$ cat config.mk
export PLATFORM = sky130hd
export DESIGN_NAME = instruction_sequencer
export DESIGN_NICKNAME = d
export VERILOG_FILES = /design/src/rtl/instruction_sequencer.sv
export SDC_FILE = /design/constraint.sdc
export NUM_CORES = 1
export LEC_CHECK = 0
export CAP_MARGIN = 20
export CORE_AREA = 2 2 93 95
export DETAILED_ROUTE_END_ITERATION = 10
export DIE_AREA = 0 0 95 97
export PLACE_DENSITY = 0.74
export SKIP_CTS_REPAIR_TIMING = 1
export SLEW_MARGIN = 25
export SYNTH_ARGS = -nofsm -noshare
export SYNTH_HDL_FRONTEND = slang
export SYNTH_SLANG_ARGS = --single-unit
$ cat constraint.sdc
create_clock -name clk -period 1.8 [get_ports clk]
set_clock_uncertainty 0.05 [all_clocks]
set_input_delay 0.18 -clock clk [delete_from_list [all_inputs] [get_ports clk]]
set_output_delay 0.18 -clock clk [all_outputs]
set_load 0.02 [all_outputs]
$ cat src/rtl/instruction_sequencer.sv
// -----------------------------------------------------------------------------
// instruction_sequencer
//
// Fetches 16-bit instruction words from memory one at a time, issues each one
// to the socket array for a single cycle, and then works out the next program
// counter. Two conditions halt the sequencer: an illegal instruction reported
// by the socket array, and a memory fetch that does not complete in time.
// A start pulse in IDLE or HALT (re)starts execution from RESET_ADDRESS.
//
// Parameters
//   RESET_ADDRESS  first word address fetched after reset or restart
//   MAX_WAIT       FETCH cycles with mem_ready low that trigger a timeout (1-255)
//
// Ports
//   clk                 rising-edge clock
//   rst_n               asynchronous active-low reset
//   start               start pulse, honoured in IDLE and HALT only
//   mem_req             instruction-fetch request (high in FETCH)
//   mem_addr            fetch word address (equals pc)
//   mem_ready           fetch data valid this cycle
//   mem_rdata           fetched instruction word
//   instruction         issued word, nop (16'h0100) when not issuing
//   instruction_valid   high exactly in ISSUE cycles
//   illegal_instruction decode fault, sampled in ISSUE
//   branch_taken        redirect request, sampled in ISSUE
//   branch_address      redirect target word address
//   unit_busy           functional unit cannot take the next instruction
//   pc                  current instruction word address
//   halted              sequencer is in HALT
//   fault               0 none, 1 illegal instruction, 2 fetch timeout
//   retired_count       legally issued instructions, saturating
// -----------------------------------------------------------------------------
module instruction_sequencer #(
    parameter logic [14:0] RESET_ADDRESS = 15'h0000,
    parameter int unsigned MAX_WAIT      = 15
) (
    input  logic        clk,
    input  logic        rst_n,
    input  logic        start,
    output logic        mem_req,
    output logic [14:0] mem_addr,
    input  logic        mem_ready,
    input  logic [15:0] mem_rdata,
    output logic [15:0] instruction,
    output logic        instruction_valid,
    input  logic        illegal_instruction,
    input  logic        branch_taken,
    input  logic [14:0] branch_address,
    input  logic        unit_busy,
    output logic [14:0] pc,
    output logic        halted,
    output logic [1:0]  fault,
    output logic [15:0] retired_count
);

    localparam logic [15:0] NOP        = 16'h0100;
    localparam logic [1:0]  FAULT_NONE = 2'd0;
    localparam logic [1:0]  FAULT_ILL  = 2'd1;
    localparam logic [1:0]  FAULT_TMO  = 2'd2;
    // Last wait-counter value at which mem_ready may still arrive.
    localparam logic [7:0]  WAIT_LAST  = 8'(MAX_WAIT - 1);

    typedef enum logic [2:0] {
        S_IDLE,
        S_FETCH,
        S_ISSUE,
        S_STALL,
        S_HALT
    } state_t;

    state_t      state_q, state_d;
    logic [14:0] pc_q, pc_d;
    logic [15:0] ir_q, ir_d;
    logic [7:0]  wait_q, wait_d;
    logic [1:0]  fault_q, fault_d;
    logic [15:0] retired_q, retired_d;

    always_ff @(posedge clk or negedge rst_n) begin
        if (!rst_n) begin
            state_q   <= S_IDLE;
            pc_q      <= RESET_ADDRESS;
            ir_q      <= NOP;
            wait_q    <= '0;
            fault_q   <= FAULT_NONE;
            retired_q <= '0;
        end else begin
            state_q   <= state_d;
            pc_q      <= pc_d;
            ir_q      <= ir_d;
            wait_q    <= wait_d;
            fault_q   <= fault_d;
            retired_q <= retired_d;
        end
    end

    always_comb begin
        state_d   = state_q;
        pc_d      = pc_q;
        ir_d      = ir_q;
        wait_d    = wait_q;
        fault_d   = fault_q;
        retired_d = retired_q;

        case (state_q)
            S_IDLE: begin
                if (start) begin
                    state_d = S_FETCH;
                    wait_d  = '0;
                end
            end

            S_FETCH: begin
                // Data arriving in the expiry cycle still counts as a hit.
                if (mem_ready) begin
                    ir_d    = mem_rdata;
                    state_d = S_ISSUE;
                end else if (wait_q == WAIT_LAST) begin
                    fault_d = FAULT_TMO;
                    state_d = S_HALT;
                end else begin
                    wait_d = wait_q + 8'd1;
                end
            end

            S_ISSUE: begin
                if (illegal_instruction) begin
                    fault_d = FAULT_ILL;
                    state_d = S_HALT;
                end else begin
                    if (retired_q != 16'hFFFF) begin
                        retired_d = retired_q + 16'd1;
                    end
                    pc_d = branch_taken ? branch_address : pc_q + 15'd1;
                    // The next pc is committed here even when stalling, so
                    // STALL only has to wait for the unit to free up.
                    if (unit_busy) begin
                        state_d = S_STALL;
                    end else begin
                        state_d = S_FETCH;
                        wait_d  = '0;
                    end
                end
            end

            S_STALL: begin
                if (!unit_busy) begin
                    state_d = S_FETCH;
                    wait_d  = '0;
                end
            end

            S_HALT: begin
                if (start) begin
                    pc_d      = RESET_ADDRESS;
                    fault_d   = FAULT_NONE;
                    retired_d = '0;
                    wait_d    = '0;
                    state_d   = S_FETCH;
                end
            end

            default: begin
                state_d = S_IDLE;
            end
        endcase
    end

    // All outputs come from registers or state decode, so reset reaches them
    // without waiting for a clock edge.
    assign mem_req           = (state_q == S_FETCH);
    assign mem_addr          = pc_q;
    assign instruction_valid = (state_q == S_ISSUE);
    assign instruction       = (state_q == S_ISSUE) ? ir_q : NOP;
    assign pc                = pc_q;
    assign halted            = (state_q == S_HALT);
    assign fault             = fault_q;
    assign retired_count     = retired_q;

endmodule

# Yosys cells after proc, flatten, opt, wreduce, memory -nomap -nowiden
# Index checks and enable logic that the tools add are counted.
# classes
n_reduce_logical,11
add_sub_neg,3
div_mod_pow,0
shift,0
order_cmp,0
n_mul,0
n_mux,27
n_bitwise,0
eq_ne,16
# op_table
cell,n
two-way mux 16 bit,4
two-way mux 15 bit,3
two-way mux 8 bit,5
case mux 16 bit (2 select lines),1
case mux 8 bit (4 select lines),1
case mux 15 bit (2 select lines),1
"adder 16 x 1 -> 16 bit, second input constant",1
"inequality test 16 bit, second input constant",1
"adder 15 x 1 -> 15 bit, second input constant",1
two-way mux 3 bit,5
case mux 3 bit (4 select lines),1
two-way mux 2 bit,5
"inequality test 2 bit, second input constant",5
AND reduction 5 bit,2
"adder 8 x 1 -> 8 bit, second input constant",1
"== test 8 x 4 -> 1 bit, second input constant",1
"inequality test 2 x 1 -> 1 bit, second input constant",4
"== test 3 x 2 -> 1 bit, second input constant",2
case mux 2 bit (3 select lines),1
AND reduction 3 bit,2
AND reduction 4 bit,1
nonzero test 4 bit,1
"== test 3 x 1 -> 1 bit, second input constant",1
"== test 3 bit, second input constant",1
other kinds (6),6
# totals
reg_bits,60
mem_bits_rw,0
romBits,0
inputBits,38
latch_bits,0
out_inout_bits,67
memories,0
elab_cells,63

# Logic depth before layout (Yosys ltp)
# Gate-level depths: netlist of run 1.
# logic_depth
ltp_word,4
depth_mapped,8
mapped_depth_nobuf,7

# Worst setup path after synthesis of run 1
# No wires, ideal clock.
# synth_timing
path_type,register to register
from,register state_q[2]
to,register ir_q[10]
setup_time_ns,0.125
period_less_slack_ns,2.009
arrival_time_ns,1.834
slack_ns,-0.209
t_required_ns,1.625
stages_incl_launch_ff,7
path_cell_list,dfrtp_1 buf_2 nor2_1 and2_1 buf_2 buf_2 mux2_2
# synth_between
elab_chain_cells,2
# synth_lines
item,line,text
start: declaration,71,"state_t state_q, state_d;"
start signal: assignment,87,state_q <= state_d;
== test 3 x 1 -> 1 bit,n/a,
via mem_req,40,"output logic mem_req,"
AND reduction 2 bit (no source line),n/a,
end signal: assignment,89,ir_q <= ir_d;
end: declaration,73,"logic [15:0] ir_q, ir_d;"
# The timed path passes the listed nets, and every way through them passes these cells.
# A chain may end at the register's enable or synchronous reset.

# Final worst setup path of run 1
# layout_timing
from,register state_q[0]
to,register ir_q[2]
# layout_between
elab_chain_cells,2
# layout_lines
item,line,text
== test 3 x 1 -> 1 bit,104,case (state_q)
AND reduction 2 bit (no source line),n/a,
# No other way between the ends.

==> run metrics, run 1 <==
Clk Latency, worst-skew pair 360 ps; Leakage 2.364 nW; register share of total power 28.4%; Least-Margin Pin Slew 420.5 ps; worst reg2reg path depth 8; die height 97 µm; leading cell type in the layout, fill and taps excluded clkdlybuf4s50_1; Post-Syn Area per Cell 9.270 µm²; Die Area 9215 µm²; CP Buf/Inv Count 4; worst hold path class in2async; failing checks negative setup slack; Setup WS pre-CTS -224.2 ps; R2R Setup Slk -50 ps; total congestion overflow 0; placed instance area 4943 µm²; CTS Sinks 60; top_reg_cell synth dfrtp_1; gate count after technology mapping 374; CTS clk-pin slew, worst paths 70 ps; Layout Nets 572; GRT Resource Usage Total 20.37%; CTS tree yes; Critical Path End Type register; antenna violations before repair 0; Max-Cap Viols 0; Reg area 1513 µm²; Slew Viols, Final 0; post-layout util 68.87%; critical path class reg2reg; num ports 105; Post-synth EDFFs 0; P_int 4.787 mW; first-pass GRT wire length 15.06 mm; cell area power density 1403 nW/µm²; via count 3505; wirelength, routed 10.32 mm; CP max FO 8; Detailed Place HPWL 6.759 mm; Sw Ratio 39.10%; CP max stage delay 420 ps; setup ws final -50.62 ps; DR vias/cell 5.477; Net Switching 3.073 mW; RePlAce Congestion 0.8857; #FFs+latches synth 60; core area 8134 µm²; share of layout cells above drive strength 1 36.07%; Root Driver clkbuf_8; critical path's slowest cell dfrtp_1; Final Cell Area 5602 µm²; synth unique cells 51; worst-case clock buffer depth 2; RSZ-0062 raised after global routing yes; element type at the critical path start register; reg2reg start state_q[0]; leading cell types in the layout, fill and taps excluded clkdlybuf4s50_1, buf_4, dfrtp_1, nor2_1; Site Rows 33; WP data arrival 2040 ps; status finished, violations left; Combinational Power Share 55.2%; ANT cells 0; asr flop ratio synth 100.0%; Max Fclk 540.4 MHz; CP most frequent cell buf_4; PortBufs 104; drt initial violations 154; Multi-input gate area 2012 µm²; final hold violation count 0; final worst path period need 1851 ps; fin crit share 102.8%; Die X 95 µm; peak supply drop 592.7 µV; largest net degree at the start of global routing 40; syn_nets 416; Post-DRT Antenna Nets 0; reg-to-reg endpoint ir_q[2]; H-tree levels 3; Yosys warnings 0; initial core utilization 42.62%; post-synthesis sequential area ratio 43.34%; TritonCTS Buffers 9; Rel. slew slack 71.86%; Area growth syn-to-layout 61.57%; Post-route DRC 0; clock power share 16.4%; CP required 1990 ps; delay-heaviest family, CP buffers and inverters; fill cell count 599; # setup viols final 22; Pre-Repair DR Iteration Count 4; vias in the first global route 3196; crit-path cells buf_6 > buf_4 > nand2b_4 > buf_4 > nor2_4 > and2_4 > clkbuf_16 > mux2_2; WL per Instance 16.12 µm; mapped cell area 3467 µm²
-- Yosys cell counts, drive strengths merged (2+ instances only) --
| library cell | instances | share of area (%) |
|---|---|---|
| a21o | 2 | 0.43 |
| a21oi | 20 | 2.9 |
| a22o | 2 | 0.51 |
| a22oi | 5 | 1.1 |
| a31o | 2 | 0.51 |
| a31oi | 6 | 1.1 |
| and2 | 17 | 3.1 |
| and3 | 5 | 0.90 |
| and4 | 8 | 2.0 |
| buf | 21 | 4.5 |
| clkbuf | 12 | 1.3 |
| dfrtp | 59 | 43 |
| ha | 4 | 1.4 |
| inv | 9 | 0.97 |
| mux2 | 16 | 5.2 |
| nand2 | 22 | 2.4 |
| nand2b | 7 | 1.3 |
| nand3 | 15 | 2.2 |
| nand4 | 8 | 1.4 |
| nor2 | 32 | 3.5 |
| nor2b | 6 | 1.1 |
| nor3 | 6 | 0.87 |
| nor4 | 5 | 1.9 |
| nor4b | 3 | 1.2 |
| o21ai | 45 | 6.5 |
| o22ai | 4 | 0.72 |
| o31ai | 12 | 2.6 |
| or4 | 2 | 0.43 |
| xnor2 | 3 | 0.76 |
-- sequential cells by signal (all words and copies together), names as in the netlist --
| register | cells |
|---|---|
| fault | 2 |
| ir_q | 16 |
| mem_addr | 15 |
| retired_count | 16 |
| state_q | 3 |
| wait_q | 8 |
-- worst max path at each step --
| stage | start | cells past startpoint | slack, ps | end |
|---|---|---|---|---|
| after global placement | illegal_instruction | 7 | -160 | mem_addr[5] |
| after CTS | state_q[1] | 5 | -430 | instruction[0] |
| after global routing | wait_q[0] | 8 | -160 | wait_q[5] |
| final | state_q[0] | 8 | -50 | ir_q[2] |
| after detailed placement | wait_q[0] | 7 | -220 | wait_q[4] |
| after floorplan | state_q[0] | 7 | -40 | retired_count[14] |
-- metal layers --
metal / GRT usage, % / part of all wire [%] / up-vias
li1: - / - / 1669
met1: 28.23 / 43 / 1673
met2: 31.64 / 49 / 152
met3: 4.517 / 7.2 / 11
met4: 6.243 / 1.4 / 0
met5: 0 / 0 / -
-- cell type report --
type | instances | area share [%]
multi-input cells | 272 | 35.92
repair buffers | 178 | 30.42
flip-flops and latches | 60 | 27.00
clock buffers | 10 | 2.457
well taps | 105 | 2.345
clock inverters | 6 | 1.251
inverters | 9 | 0.6031
-- through the flow --
| step | hold slack [ps] | TNS, ps | instances | total power [mW] |
|---|---|---|---|---|
| floorplan | -165.6 | -158.6 | 374 | 4.251 |
| global placement | -22.80 | -3219 | 605 | 5.646 |
| detailed placement | -23.68 | -5612 | 605 | 5.737 |
| CTS | -403.1 | -9896 | 621 | 7.023 |
| global route | 150.5 | -3319 | 640 | 8.311 |
| finish | 152.1 | -533.7 | 640 | 7.860 |
-- power by group through the flow --
stage | Sequential [mW] | Clock, mW | Combinational, mW
after global routing | 2.30 | 1.37 | 4.64
after detailed placement | 2.21 | 0 | 3.53
after global placement | 2.18 | 0 | 3.47
final | 2.23 | 1.29 | 4.34
after floorplan | 2.41 | 0 | 1.84
after CTS | 2.18 | 1.30 | 3.54
-- logic make-up (layout without fill, tap and decap cells) --
logic type | count (synthesis) | count (layout) | share of synthesized area, %
muxes | 17 | 17 | 5.485
DFF | 60 | 60 | 43.34
buffers and inverters | 42 | 203 | 6.748
AOI/OAI and AO/OA | 105 | 105 | 18.15
adders and majority gates | 4 | 4 | 1.444
xor gates and xnor gates | 3 | 3 | 0.7580
and+or+nand+nor | 143 | 143 | 24.07
No activity file was read; power rests on OpenSTA's default activity.
==> inputs of run 2 (changes only) <==
- PLACE_DENSITY: 0.74 -> 0.79
==> run 2 against run 1 <==
First-iteration DRC count shrank 22%; the run still ends with negative setup slack left; non-clock buffer count fell by 6; combinational power is 4% lower; clock power up 8%.
==> run metrics, run 2 (same netlist as run 1, synthesis figures left out) <==
final worst path period need 1881 ps; CP required 2030 ps; CP max stage delay 580 ps; core area 8134 µm²; GRT Resource Usage Total 20.55%; setup ws final -80.74 ps; clock power share 17.9%; H-tree levels 3; leading cell types in the layout, fill and taps excluded clkdlybuf4s50_1, buf_4, dfrtp_1, nor2_1, o21ai_1; WP data arrival 2110 ps; Slew Viols, Final 0; Die Area 9215 µm²; drt initial violations 120; Tot Pwr 7.762 mW; final hold violation count 0; ANT cells 0; Least-Margin Pin Slew 619.5 ps; CP most frequent cell buf_6; CTS clk-pin slew, worst paths 80 ps; worst hold path class in2async; register share of total power 28.4%; peak supply drop 650.7 µV; num ports 105; critical path's slowest cell or4b_4; element type at the critical path start register; Site Rows 33; cell area power density 1389 nW/µm²; status finished, violations left; share of layout cells above drive strength 1 35.09%; Combinational Power Share 53.7%; Post-DRT Antenna Nets 0; TNS Setup -433.5 ps; Detailed Place HPWL 6.875 mm; antenna violations before repair 0; DR vias/cell 5.570; WL per Instance 15.73 µm; fill cell count 596; Root Driver clkbuf_8; Layout Nets 567; Sw Ratio 38.93%; Area growth syn-to-layout 61.21%; RSZ-0062 raised after global routing yes; RePlAce Congestion 0.9127; P_int 4.740 mW; Pre-Repair DR Iteration Count 4; PortBufs 104; wirelength, routed 9.991 mm; total congestion overflow 0; critical path class reg2reg; worst reg2reg path depth 7; Rel. slew slack 58.70%; Clk Latency, worst-skew pair 350 ps; Die X 95 µm; crit-path cells buf_6 > buf_6 > or4b_4 > nor2_4 > a21o_1 > nand2_1 > o21ai_1; largest net degree at the start of global routing 32; delay-heaviest family, CP simple AND/OR/NAND/NOR gates; Post-route DRC 0; # setup viols final 10; initial core utilization 42.62%; Max-Cap Viols 0; fin crit share 104.5%; Max Fclk 531.7 MHz; CTS tree yes; CTS Sinks 60; Leakage 2.360 nW; CP Buf/Inv Count 2; vias in the first global route 3262; Net Switching 3.022 mW; CP max FO 6; TritonCTS Buffers 9; via count 3537; leading cell type in the layout, fill and taps excluded clkdlybuf4s50_1; die height 97 µm; failing checks negative setup slack; first-pass GRT wire length 15.27 mm; Critical Path End Type register; worst-case clock buffer depth 2; total stage count of the critical path 7
-- run 2: layer usage --
| layer | global-route usage (%) | up-vias | part of all wire, % |
|---|---|---|---|
| met3 | 4.439 | 15 | 6.8 |
| met1 | 26.20 | 1707 | 41 |
| met5 | 0 | - | 0 |
| met2 | 34.42 | 152 | 50 |
| li1 | - | 1663 | - |
| met4 | 6.577 | 0 | 1.6 |
-- run 2: power groups by stage --
stage | registers, mW | clock network (mW) | logic [mW]
after floorplan | 2.41 | 0 | 1.84
after global placement | 2.16 | 0 | 3.44
after detailed placement | 2.20 | 0 | 3.53
after CTS | 2.17 | 1.40 | 3.54
after global routing | 2.28 | 1.47 | 4.48
final | 2.20 | 1.39 | 4.17
-- run 2: layout make-up --
| cell class | instances | area [µm²] | area share (%) |
|---|---|---|---|
| multi-input combinational | 273 | 2041 | 36.51 |
| timing repair buffer | 172 | 1645 | 29.44 |
| clock inverter | 7 | 100.1 | 1.791 |
| clock buffer | 9 | 123.9 | 2.216 |
| tap | 105 | 131.4 | 2.351 |
| sequential | 60 | 1514 | 27.09 |
| inverter | 9 | 33.78 | 0.6044 |
-- run 2: through the flow --
stage / worst slack [ps] / std cells / area [µm²] / utilization [%] / hold slack [ps]
CTS: -518.3 / 620 / 5172 / 63.59 / -194.8
finish: -80.74 / 635 / 5589 / 68.71 / 319.1
floorplan: -37.26 / 374 / 3547 / - / -165.6
global placement: -202.6 / 604 / 4949 / 60.84 / 173.3
detailed placement: -284.4 / 604 / 4949 / 60.84 / 182.4
global route: -161.2 / 635 / 5589 / 68.71 / 378.3
-- run 2: worst paths after layout --
kind	startpoint	end	slack, ps
worst max-delay path	state_q[0]	mem_addr[5]	-80
worst min-delay path	rst_n	mem_addr[3]	320
worst max register to register	state_q[0]	mem_addr[5]	-80
worst min register to register	fault[1]	fault[1]	440
max in group asynchronous	rst_n	ir_q[8]	720
min in group clk	mem_rdata[11]	ir_q[11]	380
==> inputs of run 3 (changes only) <==
- CORE_AREA: 2 2 93 95 -> 2 2 91 93
- CTS_CLUSTER_DIAMETER: default -> 40
- DIE_AREA: 0 0 95 97 -> 0 0 93 95
- DONT_BUFFER_PORTS: default -> 1
- PLACE_DENSITY: 0.79 -> 0.64
==> run 3 against run 2 <==
The run ends with negative hold slack, negative setup slack left; final cell count is 12% lower; sequential cell count stayed put; sequential power is 3% higher; via count is 9.6% lower; critical path type unchanged; largest cell class unchanged; largest power group unchanged.
==> run metrics, run 3 (same netlist as run 1, synthesis figures left out) <==
status finished, violations left; failing checks negative hold slack, negative setup slack; RePlAce Congestion 0.8495; # setup viols final 24; wirelength, routed 9.745 mm; WHS -5.675 ps; first-pass GRT wire length 13.53 mm; total congestion overflow 0; Max-Cap Viols 0; Final Cell Area 4753 µm²; Area growth syn-to-layout 37.10%; Clk Latency, worst-skew pair 340 ps; Site Rows 33; CTS clk-pin slew, worst paths 70 ps; Max Fclk 523.1 MHz; fin crit share 106.2%; TNS Setup -789.9 ps; vias in the first global route 2899; Layout Nets 491; register share of total power 32.2%; WP data arrival 2120 ps; Net Switching 2.806 mW; antenna violations before repair 0; clock power share 20.3%; final hold violation count 2; Critical Path End Type register; Pre-Repair DR Iteration Count 5; setup ws final -111.8 ps; leading cell type in the layout, fill and taps excluded buf_4; Combinational Power Share 47.5%; DR vias/cell 5.719; initial core utilization 43.73%; largest net degree at the start of global routing 61; share of layout cells above drive strength 1 38.77%; Post-DRT Antenna Nets 0; leading cell types in the layout, fill and taps excluded buf_4, dfrtp_1, nor2_1, o21ai_0; Tot Pwr 7.042 mW; CTS Sinks 60; CP max FO 5; TritonCTS Buffers 9; Root Driver clkbuf_8; placed instance area 3948 µm²; num ports 105; Slew Viols, Final 0; Post-route DRC 0; peak supply drop 593.1 µV; GRT Resource Usage Total 19.36%; Rel. slew slack 62.66%; element type at the critical path start register; RSZ-0062 raised after global routing yes; Setup WS pre-CTS -53.18 ps; drt initial violations 104; via count 3197; CTS tree yes; worst-case clock buffer depth 2; worst hold path class in2reg; cell area power density 1482 nW/µm²; ANT cells 0; core area 7928 µm²; CP required 2010 ps; WL per Instance 17.43 µm; P_int 4.237 mW; Die X 93 µm; Sw Ratio 39.84%; final worst path period need 1912 ps; Detailed Place HPWL 6.107 mm; PortBufs 0; H-tree levels 3; die height 95 µm; Least-Margin Pin Slew 560.2 ps; Die Area 8835 µm²; critical path class reg2reg; Leakage 1.990 nW
## run 3: cell types whose count changed in the layout (fill, tap and decap cells not counted), sizes merged
cell | before | now
clkinv | 1 | 2
inv | 10 | 9
clkinvlp | 3 | 0
clkdlybuf4s50 | 83 | 0
dlygate4sd3 | 1 | 21
dlymetal6s2s | 3 | 0
buf | 81 | 75
clkbuf | 13 | 12
## run 3: worst paths after layout
path	endpoint	start	cells after the start	slack, ps
worst max-delay path	state_q[2]	wait_q[0]	9	-110
worst min-delay path	state_q[0]	start	2	-6
worst max register to register	state_q[2]	wait_q[0]	9	-110
worst min register to register	ir_q[3]	ir_q[3]	1	450
max in group asynchronous	ir_q[8]	rst_n	2	1080
min in group asynchronous	mem_addr[3]	rst_n	2	310
## run 3: routing by layer
layer / vias up / global-route usage [%] / share of wire, %
met5: - / 0 / 0
met1: 1558 / 22.88 / 42
met2: 113 / 32.67 / 49
met3: 12 / 6.544 / 7.3
met4: 0 / 7.475 / 1.5
li1: 1514 / - / -
## run 3: power by group through the flow
stage	Clock [mW]	Sequential (mW)	Combinational, mW
floorplan	0	2.41	1.84
global placement	0	2.24	2.68
detailed placement	0	2.26	2.74
CTS	1.46	2.23	2.75
global route	1.53	2.33	3.59
finish	1.43	2.27	3.34
## run 3: area by class of cell
cell class                 count  area [µm²]
tap                          105       131.4
clock inverter                 4       70.07
clock buffer                  12       165.2
fill                         692        3174
multi-input combinational    273        1978
sequential                    60        1514
timing repair buffer          96       860.8
inverter                       9       33.78
## run 3: worst max-delay path, stage by stage, from the launching register on
cell     delay [ps]
dfrtp_1         390
inv_1            70
ha_2            150
nor3b_4         210
a31oi_2         140
o32ai_2         330
buf_4           200
buf_4           120
inv_1            50
a21oi_2         120
## run 3: metrics by stage
step	instances	hold WS [ps]	util, %
final	559	-5.675	59.96
after global routing	559	3.260	59.96
after CTS	524	-538.5	52.76
after detailed placement	508	-164.0	49.79
after global placement	508	-164.3	49.79
after floorplan	374	-165.6	-
